$ cat config.mk
export PLATFORM = sky130hd
export DESIGN_NAME = prog_writer
export DESIGN_NICKNAME = d
export VERILOG_FILES = /design/src/rtl/prog_writer.sv
export SDC_FILE = /design/constraint.sdc
export NUM_CORES = 1
export LEC_CHECK = 0
export BUFFER_PORTS_ARGS = -buffer_cell sky130_fd_sc_hd__buf_2
export CORE_MARGIN = 10
export CORE_UTILIZATION = 46
export DETAILED_ROUTE_END_ITERATION = 10
export GPL_TIMING_DRIVEN = 0
export PLACE_DENSITY_LB_ADDON = 0.25
export SYNTH_ARGS = -nofsm -noshare
export SYNTH_HDL_FRONTEND = slang
export SYNTH_SLANG_ARGS = --single-unit
$ cat constraint.sdc
create_clock -name clk -period 1.4 [get_ports clk]
set_input_delay 0.35 -clock clk [delete_from_list [all_inputs] [get_ports clk]]
set_output_delay 0.35 -clock clk [all_outputs]
set_load 0.05 [all_outputs]
$ cat src/rtl/prog_writer.sv
// prog_writer: turns a stream of instruction requests into encoded 9-bit
// words and writes them sequentially into an instruction memory. Each
// accepted request produces one write cycle. A HALT word completes the
// image (DONE). A reserved kind or running past the last address is a
// sticky error (ERR). Both DONE and ERR hold until reset.
module prog_writer #(
    parameter int ADDR_W = 8
) (
    input  logic              clk,
    input  logic              reset,
    input  logic              in_valid,
    output logic              in_ready,
    input  logic [2:0]        in_kind,
    input  logic [5:0]        in_payload,
    output logic              imem_we,
    output logic [ADDR_W-1:0] imem_addr,
    output logic [8:0]        imem_wdata,
    output logic [ADDR_W:0]   word_count,
    output logic              done,
    output logic              err
);

    localparam logic [1:0] S_ACCEPT = 2'd0;
    localparam logic [1:0] S_WRITE  = 2'd1;
    localparam logic [1:0] S_DONE   = 2'd2;
    localparam logic [1:0] S_ERR    = 2'd3;

    localparam logic [2:0] K_R_R0 = 3'd0;
    localparam logic [2:0] K_R_RN = 3'd1;
    localparam logic [2:0] K_LB   = 3'd2;
    localparam logic [2:0] K_SB   = 3'd3;
    localparam logic [2:0] K_BR   = 3'd4;
    localparam logic [2:0] K_IMM  = 3'd5;
    localparam logic [2:0] K_HALT = 3'd6;
    localparam logic [2:0] K_RSVD = 3'd7;

    // Highest memory address; a non-HALT write here fills the memory.
    localparam logic [ADDR_W-1:0] LAST_ADDR = '1;

    logic [1:0]        state_q,      state_d;
    logic [ADDR_W-1:0] wr_ptr_q,     wr_ptr_d;
    logic [ADDR_W:0]   word_count_q, word_count_d;
    logic [ADDR_W-1:0] addr_q,       addr_d;
    logic [8:0]        wdata_q,      wdata_d;
    logic              halt_q,       halt_d;

    logic [8:0]        enc_word;

    // Encode the offered request: 2-bit opcode, payload in [6:1], variant bit.
    always_comb begin
        enc_word = 9'd0;
        case (in_kind)
            K_R_R0:  enc_word = {2'b00, in_payload, 1'b0};
            K_R_RN:  enc_word = {2'b00, in_payload, 1'b1};
            K_LB:    enc_word = {2'b01, in_payload, 1'b0};
            K_SB:    enc_word = {2'b01, in_payload, 1'b1};
            K_BR:    enc_word = {2'b10, in_payload, 1'b0};
            K_IMM:   enc_word = {2'b11, in_payload, 1'b0};
            K_HALT:  enc_word = {2'b11, 6'b000000, 1'b1};
            default: enc_word = 9'd0;
        endcase
    end

    // Next-state logic: capture the word on handshake, commit it in WRITE.
    always_comb begin
        state_d      = state_q;
        wr_ptr_d     = wr_ptr_q;
        word_count_d = word_count_q;
        addr_d       = addr_q;
        wdata_d      = wdata_q;
        halt_d       = halt_q;
        case (state_q)
            S_ACCEPT: begin
                if (in_valid) begin
                    if (in_kind == K_RSVD) begin
                        // Reserved kind: no write, pointer and count untouched.
                        state_d = S_ERR;
                    end else begin
                        // The write port registers double as the hold
                        // registers, so address and data stay put after WRITE.
                        state_d = S_WRITE;
                        addr_d  = wr_ptr_q;
                        wdata_d = enc_word;
                        halt_d  = (in_kind == K_HALT);
                    end
                end
            end
            S_WRITE: begin
                wr_ptr_d     = wr_ptr_q + 1'b1;
                word_count_d = word_count_q + 1'b1;
                // HALT wins over memory-full, even at the last address.
                if (halt_q) begin
                    state_d = S_DONE;
                end else if (wr_ptr_q == LAST_ADDR) begin
                    state_d = S_ERR;
                end else begin
                    state_d = S_ACCEPT;
                end
            end
            default: begin
                // DONE and ERR are absorbing until reset.
                state_d = state_q;
            end
        endcase
    end

    // State registers with synchronous reset; reset drops any in-flight word.
    always_ff @(posedge clk) begin
        if (reset) begin
            state_q      <= S_ACCEPT;
            wr_ptr_q     <= '0;
            word_count_q <= '0;
            addr_q       <= '0;
            wdata_q      <= '0;
            halt_q       <= 1'b0;
        end else begin
            state_q      <= state_d;
            wr_ptr_q     <= wr_ptr_d;
            word_count_q <= word_count_d;
            addr_q       <= addr_d;
            wdata_q      <= wdata_d;
            halt_q       <= halt_d;
        end
    end

    assign in_ready   = (state_q == S_ACCEPT);
    assign imem_we    = (state_q == S_WRITE);
    assign imem_addr  = addr_q;
    assign imem_wdata = wdata_q;
    assign word_count = word_count_q;
    assign done       = (state_q == S_DONE);
    assign err        = (state_q == S_ERR);

endmodule

# --- Word-level counts from Yosys, hierarchy flattened ---
# Cells that the tools add are included.
totals:
  reg_bits: 37
  output_inout_bits: 30
  word_cells: 32
op_classes:
  n_addsub: 2
  n_eq_ne: 12
  muxes: 6
  bitwise: 1
  n_reduce_logical: 5
op_table:
  columns: ["cell", "count"]
  rows:
  - ["$pmux 9 s7", 1]
  - ["$eq 3x3->1 const B", 4]
  - ["$add 9x1->9 const B", 1]
  - ["$add 8x1->8 const B", 1]
  - ["$eq 8x8->1 const B", 1]
  - ["$mux 2", 4]
  - ["$eq 3x2->1 const B", 2]
  - ["$eq 2x2->1 const B", 2]
  - ["$pmux 2 s2", 1]
  - ["$eq 3x1->1 const B", 1]
  - ["$logic_not 3->1", 1]
  - ["$reduce_and 3->1", 1]
  - ["$eq 2x1->1 const B", 1]
  - ["$logic_not 2->1", 1]
  - ["$ne 2x2->1 const B", 1]
  - ["$reduce_and 2->1", 1]
  - ["$reduce_bool 2->1", 1]
  - ["$not 1->1", 1]

# --- Depth between registers and ports, before layout ---
# Gate-level depths: netlist (run 1).
depth:
  depth_word: 4
  depth_mapped: 5
  mapped_depth_nobuf: 4

# --- Least setup slack after synthesis (run 1) ---
# Ideal clock, no wire load.
synth_timing:
  path_kind: "reg2reg"
  from: "register word_count_q[0] (netlist: word_count[0])"
  to: "register word_count_q[6] (netlist: word_count[6])"
  setup_time_ns: 0.071
  arrival_ns: 1.602
  required_time_ns: 1.329
  path_slack_ns: -0.273
  stages_incl_launch_ff: 5
  n_path_buf: 0
  cell_sequence: "dfxtp_1 -> ha_1 -> inv_1 -> or4_1 -> a21oi_1"
synth_between:
  elab_chain_cells: 1
synth_rtl:
  columns: ["element", "line_no", "rtl"]
  rows:
  - ["from (decl)", "42", "logic [ADDR_W:0] word_count_q, word_count_d;"]
  - ["from (signal assigned)", "119", "word_count_q <= word_count_d;"]
  - ["$add 9x1->9", "90", "word_count_d = word_count_q + 1'b1;"]
# Every way passes these cells.
# A chain may end at the register's enable or synchronous reset.

# --- Worst setup path after layout (run 1) ---
layout_timing:
  from: "register state_q[0]"
  to: "register wr_ptr_q[7]"
layout_between:
  elab_chain_cells: 1
layout_rtl:
  columns: ["element", "line_no", "rtl"]
  rows:
  - ["from (decl)", "40", "logic [1:0] state_q, state_d;"]
  - ["from (signal assigned)", "117", "state_q <= state_d;"]
  - ["$eq 2x1->1", "72", "case (state_q)"]
  - ["to (signal assigned)", "118", "wr_ptr_q <= wr_ptr_d;"]
  - ["to (decl)", "41", "logic [ADDR_W-1:0] wr_ptr_q, wr_ptr_d;"]
# Every way passes these cells.

==> out/results.ini, run 1 <==
[synth]
ys_types=35
ys_warn_count=0
synth_top_flop_cell=dfxtp_1
synth_top_area_cell=dfxtp_1
netlist_top_cells_area=dfxtp_1 (46%), a21oi_1 (9.0%), o21ai_0 (6.2%)
syn_nets=199
synthCells=185
avgSynthCellArea_um2=8.69
synth_top_area_frac=0.461
synth_edf_count=0
synth_area_um2=1610
async_flop_share=0
ys_seq_area_frac=0.461
synth.ff_latch_count=37

[floorplan]
coreArea_um2=3360
die_w_um=79.1
die_area_um2=6260
fp.dieH_um=79.1
rows=21
initial_core_util=0.478
ios=42

[layout]
synthToLayoutAreaGrowth_pct=40.2
stdcell_area_um2=2250
fillCellCount=317
final_layout_size_suffix_gt1_frac=0.398
n_antenna_cell=0
fin_cells=292
nets=259

[cts]
cts_htree_levels=2
cts-buffers-inserted=5
root_buffer=clkbuf_4
cts_hold_buf=0
max-clock-path-buffers=2
cts_tree=built
clock_latency_ns=0.34
path_clk_slew_ns=0.11
clkSinkCount=37

[setup_path]
crit_fanout=6
r2r_start=state_q[0]
cp-startpoint=state_q[0]
worst_path_largest_cell_delay_ns=0.51
endpoint_kind=register
worst-path-stages=5
rr_endpoint=wr_ptr_q[7]
cpLargestDelayFamily=simple AND/OR/NAND/NOR gates
critPathKind=reg -> reg
worst-path-buf-inv=2
slowest_stage=or4_1
ff2ff_path_depth=5
cp-endpoint=wr_ptr_q[7]
crit_path_start_kind=register
critPathArrivalTime_ns=1.80
cp.required_ns=1.67
r2r_slack_ns=-0.14
worstPathCellList=buf_6, buf_8, nand4b_1, or4_1, a21oi_1

[route]
drtIter0Drc=94
num_vias=1626
drc=0
finalWirelength_um=4540
drtAntennaViolNets=0
post_drt_wl_per_cell_um=15.6
first_pass_iters=4
avgViaCountPerCell=5.57

[placement]
placed_area_um2=1880
gp_congestion=0.767
placement.io_buffers=40
placedCellCount=271
place.detailed.hpwl_um=2980

[timing]
finalMaxSlewViolations=0
period_minus_slack_ns=1.54
slew_headroom=0.630
fmax_mhz=651
worst_slack_ns=-0.137
skew_ns=0.0103
setup_viol=20
period_share=1.10
grt_setup_unrepaired=yes
holdWs_ns=0.252
tightest_slew_ns=0.554
finalSetupTns_ns=-1.43
final-hold-violation-count=0

[global_route]
grt_pass1_vias=1474
grt_usage=0.135
grt_max_degree=12
grt_pass1_wl_um=7000
antenna_found_initial=0
overflow=0

[hold_path]
hold_path_class=in -> reg
hold_start=in_payload[1]

[run_status]
violations=negative setup slack
outcome=complete, but fails checks

[job]
maxCapViolCount=0

[power]
p_leak_nw=0.934
ir_drop_v=0.000783
pwr_density_cell_nw_per_um2=1060

-- final cells by class --
| cell class | instances | area [um^2] | area share |
|---|---|---|---|
| clock inverter | 1 | 30.0 | 0.0133 |
| tap | 46 | 57.6 | 0.0255 |
| clock buffer | 7 | 55.1 | 0.0244 |
| sequential | 37 | 762 | 0.338 |
| inverter | 5 | 18.8 | 0.00833 |
| timing repair buffer | 54 | 365 | 0.162 |
| buffer | 10 | 75.1 | 0.0333 |
| multi-input combinational | 132 | 890 | 0.395 |
-- placed cells by master, fill, tap and decap left out, types with 3 or more instances in the layout --
cell / synthesis / layout
dfxtp_2: 0 / 8
o31ai_1: 5 / 3
or4_1: 6 / 3
buf_8: 0 / 3
nand3_2: 0 / 3
xnor2_1: 3 / 3
o21ai_0: 20 / 20
buf_6: 1 / 9
buf_4: 1 / 12
nand4_1: 3 / 3
nand3_1: 18 / 15
dfxtp_4: 0 / 3
buf_2: 3 / 31
nand2_1: 7 / 7
clkbuf_4: 0 / 9
a21oi_2: 0 / 4
or4_4: 0 / 3
or3_1: 6 / 6
a21oi_1: 29 / 25
dfxtp_1: 37 / 26
clkbuf_1: 6 / 5
inv_1: 5 / 4
nor2_1: 9 / 8
-- flip-flops by register name (all words and copies together), names as in the netlist --
name,flops
halt_q,1
imem_addr,8
imem_wdata,9
state_q,2
word_count,9
wr_ptr_q,8
-- worst min path at each step --
| stage | slack (ns) | endpoint | cells after the start |
|---|---|---|---|
| finish | 0.25 | imem_wdata[2] | 3 |
| global route | 0.24 | imem_wdata[5] | 3 |
| CTS | 0.25 | imem_wdata[4] | 3 |
| detailed placement | 0.46 | imem_wdata[2] | 2 |
| global placement | 0.46 | imem_wdata[5] | 2 |
| floorplan | 0.47 | imem_addr[7] | 2 |
-- report_power, final --
part	internal (W)	total, W	switching, W
registers	0.00109	0.00112	0.0000269
logic	0.000187	0.000492	0.000305
clock network	0.000426	0.000769	0.000343
-- per-layer routing --
metal  GRT usage  part of all wire  routed length, um
met1       0.163              0.43               1940
met2       0.209              0.46               2080
met3      0.0608              0.10                471
met4      0.0430             0.011                 52
met5           0                 0                  0
-- what timing repair did --
item / in CTS / in global routing
resized for setup: 23 / 34
endpoints found under the setup margin: 20 / 37
cloned: 1 / 2
buffers inserted: 4 / 9
pin swaps: 2 / 19
endpoints found under the hold margin: 0 / 0
-- tightest hold or removal path: stages --
cell	delay (ns)
buf_2	0.09
nand3_1	0.06
a21oi_1	0.06
-- stage by stage --
step	setup WS [ns]	util	power (W)
6_report	-0.137	0.670	0.00238
5_1_grt	-0.213	0.670	0.00249
4_1_cts	-0.161	0.614	0.00234
3_5_place_dp	-0.271	0.560	0.00152
3_3_place_gp	-0.284	0.560	0.00152
2_1_floorplan	0.00183	-	0.00142
-- logic make-up after synthesis --
logic type,synth area share
adder cells (fa/ha/maj),0.0156
multiplexers,0.0125
buffers and inverters,0.0490
XOR/XNOR,0.0218
flip-flops,0.461
AO/OA/AOI/OAI,0.202
AND/OR/NAND/NOR,0.239
-- synth_stat cells (2+ instances only) --
cell type / count
a211oi_1: 2
a21oi_1: 29
buf_2: 3
clkbuf_1: 6
dfxtp_1: 37
ha_1: 2
inv_1: 5
mux2i_1: 2
nand2_1: 7
nand3_1: 18
nand3b_1: 2
nand4_1: 3
nor2_1: 9
nor2b_1: 2
nor3_1: 2
nor3b_1: 2
o21ai_0: 20
o31ai_1: 5
or3_1: 6
or4_1: 6
xnor2_1: 3
Power figures use the tool's default switching activity.
==> run 2: changes to the inputs <==
--- a/config.mk
+++ b/config.mk
@@ -6,7 +6,7 @@
 export NUM_CORES = 1
 export LEC_CHECK = 0
 export BUFFER_PORTS_ARGS = -buffer_cell sky130_fd_sc_hd__buf_2
-export CORE_MARGIN = 10
+export CORE_MARGIN = 2
 export CORE_UTILIZATION = 46
 export DETAILED_ROUTE_END_ITERATION = 10
 export GPL_TIMING_DRIVEN = 0
==> run 2 against run 1 <==
The flow still finishes with violations (negative setup slack); critical path depth fell by 2; cell count fell by 1.0%; hold slack got worse by 0.012 ns; combinational power fell by 1%; routed wire length fell by 4.2%; sequential power barely moved; first-iteration DRC count rose by 9.6%; critical path type is now reg -> out; highest routed layer unchanged.
==> out/results.ini, run 2 (synthesized netlist as in run 1, its figures left out) <==
[setup_path]
cp-endpoint=done  ; was wr_ptr_q[7]
cp-startpoint=state_q[1]  ; was state_q[0]
cp.required_ns=1.05  ; was 1.67 ns
r2r_slack_ns=-0.12  ; was -0.14 ns
critPathArrivalTime_ns=1.19  ; was 1.80 ns
r2r_start=state_q[1]  ; was state_q[0]
rr_endpoint=state_q[0]  ; was wr_ptr_q[7]
crit_fanout=5  ; was 6
endpoint_kind=primary output  ; was register
crit_path_start_kind=register  ; unchanged
ff2ff_path_depth=5  ; unchanged
critPathKind=reg -> out  ; was reg -> reg

[power]
ir_drop_v=0.000652  ; was 0.000783 V
p_int_w=0.00151  ; was 0.00170 W
power_w=0.00219  ; was 0.00238 W
p_leak_nw=0.889  ; was 0.934 nW
comb_power_share=0.222  ; was 0.207
p_sw_w=0.000682  ; was 0.000674 W
clkPwrFrac=0.267  ; was 0.323
sw_frac_of_total=0.312  ; was 0.284
power_frac_seq=0.511  ; was 0.470
pwr_density_cell_nw_per_um2=969  ; was 1060 nW/um^2

[route]
post_drt_wl_per_cell_um=15.1  ; was 15.6 um
finalWirelength_um=4350  ; was 4540 um
drc=0  ; unchanged
avgViaCountPerCell=5.59  ; was 5.57
first_pass_iters=4  ; unchanged
drtIter0Drc=103  ; was 94
drtAntennaViolNets=0  ; unchanged
num_vias=1616  ; was 1626

[timing]
worst_slack_ns=-0.137  ; about the same
tightest_slew_ns=0.628  ; was 0.554 ns
finalMaxSlewViolations=0  ; unchanged
period_share=1.10  ; about the same
slew_headroom=0.581  ; was 0.630
setup_viol=25  ; was 20
grt_setup_unrepaired=yes  ; unchanged
final-hold-violation-count=0  ; unchanged
fmax_mhz=650  ; was 651 MHz
skew_ns=0.00884  ; was 0.0103 ns
period_minus_slack_ns=1.54  ; about the same
finalSetupTns_ns=-1.20  ; was -1.43 ns

[placement]
placement.io_buffers=40  ; unchanged
placed_area_um2=1880  ; unchanged
gp_congestion=0.839  ; was 0.767
place.detailed.hpwl_um=2670  ; was 2980 um

[layout]
fin_util=0.676  ; was 0.670
synthToLayoutAreaGrowth_pct=40.4  ; was 40.2%
layout_commonest_cell=buf_2  ; unchanged
nets=257  ; was 259
final_layout_size_suffix_gt1_frac=0.444  ; was 0.398
mostFrequentLayoutCells=buf_2 (31), dfxtp_1 (26), a21oi_1 (19)  ; was buf_2 (31), dfxtp_1 (26), a21oi_1 (25)
stdcell_area_um2=2260  ; was 2250 um^2
fillCellCount=291  ; was 317
n_antenna_cell=0  ; unchanged

[floorplan]
die_area_um2=3980  ; was 6260 um^2
coreArea_um2=3340  ; was 3360 um^2
initial_core_util=0.482  ; was 0.478
die_w_um=63.1  ; was 79.1 um
fp.dieH_um=63.1  ; was 79.1 um
ios=42  ; unchanged
rows=21  ; unchanged

[cts]
cts_tree=built  ; unchanged
path_clk_slew_ns=0.11  ; about the same
clkSinkCount=37  ; unchanged
root_buffer=clkbuf_4  ; unchanged
clock_latency_ns=0.35  ; was 0.34 ns
max-clock-path-buffers=2  ; unchanged
cts_hold_buf=0  ; unchanged
cts-buffers-inserted=5  ; unchanged
cts_htree_levels=2  ; unchanged

[run_status]
outcome=complete, but fails checks  ; unchanged
violations=negative setup slack  ; unchanged

[global_route]
overflow=0  ; unchanged
grt_usage=0.206  ; was 0.135
grt_max_degree=11  ; was 12
grt_pass1_vias=1385  ; was 1474
antenna_found_initial=0  ; unchanged
grt_pass1_wl_um=6560  ; was 7000 um

[hold_path]
hold_path_class=in -> reg  ; unchanged

[job]
maxCapViolCount=0  ; unchanged

[run 2: changes by cell type in the layout (fill, tap and decap cells not counted), moves of 2 or more]
cell     delta
nand3_2     +2
buf_6       +3
o21ai_1     +2
nand3_1     -2
a21oi_2     +6
buf_4       -3
o21ai_0     -2
a21oi_1     -6
[run 2: timing repair]
item | CTS | global route
resized for setup | 22 | 52
pin swaps | 4 | 26
gates cloned | 1 | 3
setup endpoints to repair | 21 | 33
setup buffers | 6 | 5
[run 2: layout make-up]
class	count	area [um^2]	area share
clock buffer	7	55.1	0.0244
timing repair buffer	54	373	0.165
inverter	5	18.8	0.00831
tap	46	57.6	0.0255
sequential	37	759	0.336
buffer	9	63.8	0.0283
multi-input combinational	131	930	0.412
[run 2: per-stage QoR]
| step | std cells | setup WS, ns | hold slack (ns) |
|---|---|---|---|
| 2_1_floorplan | 185 | 0.00183 | 0.465 |
| 3_3_place_gp | 271 | -0.291 | 0.458 |
| 3_5_place_dp | 271 | -0.293 | 0.466 |
| 4_1_cts | 284 | -0.161 | 0.241 |
| 5_1_grt | 289 | -0.176 | 0.235 |
| 6_report | 289 | -0.137 | 0.240 |
[run 2: power groups by stage]
stage / Combinational, W / Sequential (W) / Clock (W)
floorplan: 0.000198 / 0.00122 / 0
global placement: 0.000382 / 0.00113 / 0
detailed placement: 0.000385 / 0.00114 / 0
CTS: 0.000428 / 0.00111 / 0.000591
global route: 0.000515 / 0.00112 / 0.000642
finish: 0.000485 / 0.00112 / 0.000585
[run 2: how the worst min path moves through the flow]
stage | startpoint | endpoint | depth (start not counted)
2_1_floorplan | wr_ptr_q[7] | imem_addr[7] | 2
3_3_place_gp | imem_wdata[1] | imem_wdata[1] | 2
3_5_place_dp | imem_wdata[3] | imem_wdata[3] | 2
4_1_cts | in_payload[2] | imem_wdata[3] | 3
5_1_grt | in_payload[3] | imem_wdata[4] | 3
6_report | in_payload[4] | imem_wdata[5] | 3
[run 2: worst max-delay path, stage by stage, from the launching register on]
cell and delay (ns):
dfxtp_2 0.38, buf_6 0.14, nor2b_4 0.15, buf_6 0.16
[run 2: per-layer routing]
metal  track usage  share of wire
met5             0              0
met4        0.0583          0.020
met3        0.0446          0.050
met2         0.332           0.49
met1         0.278           0.44
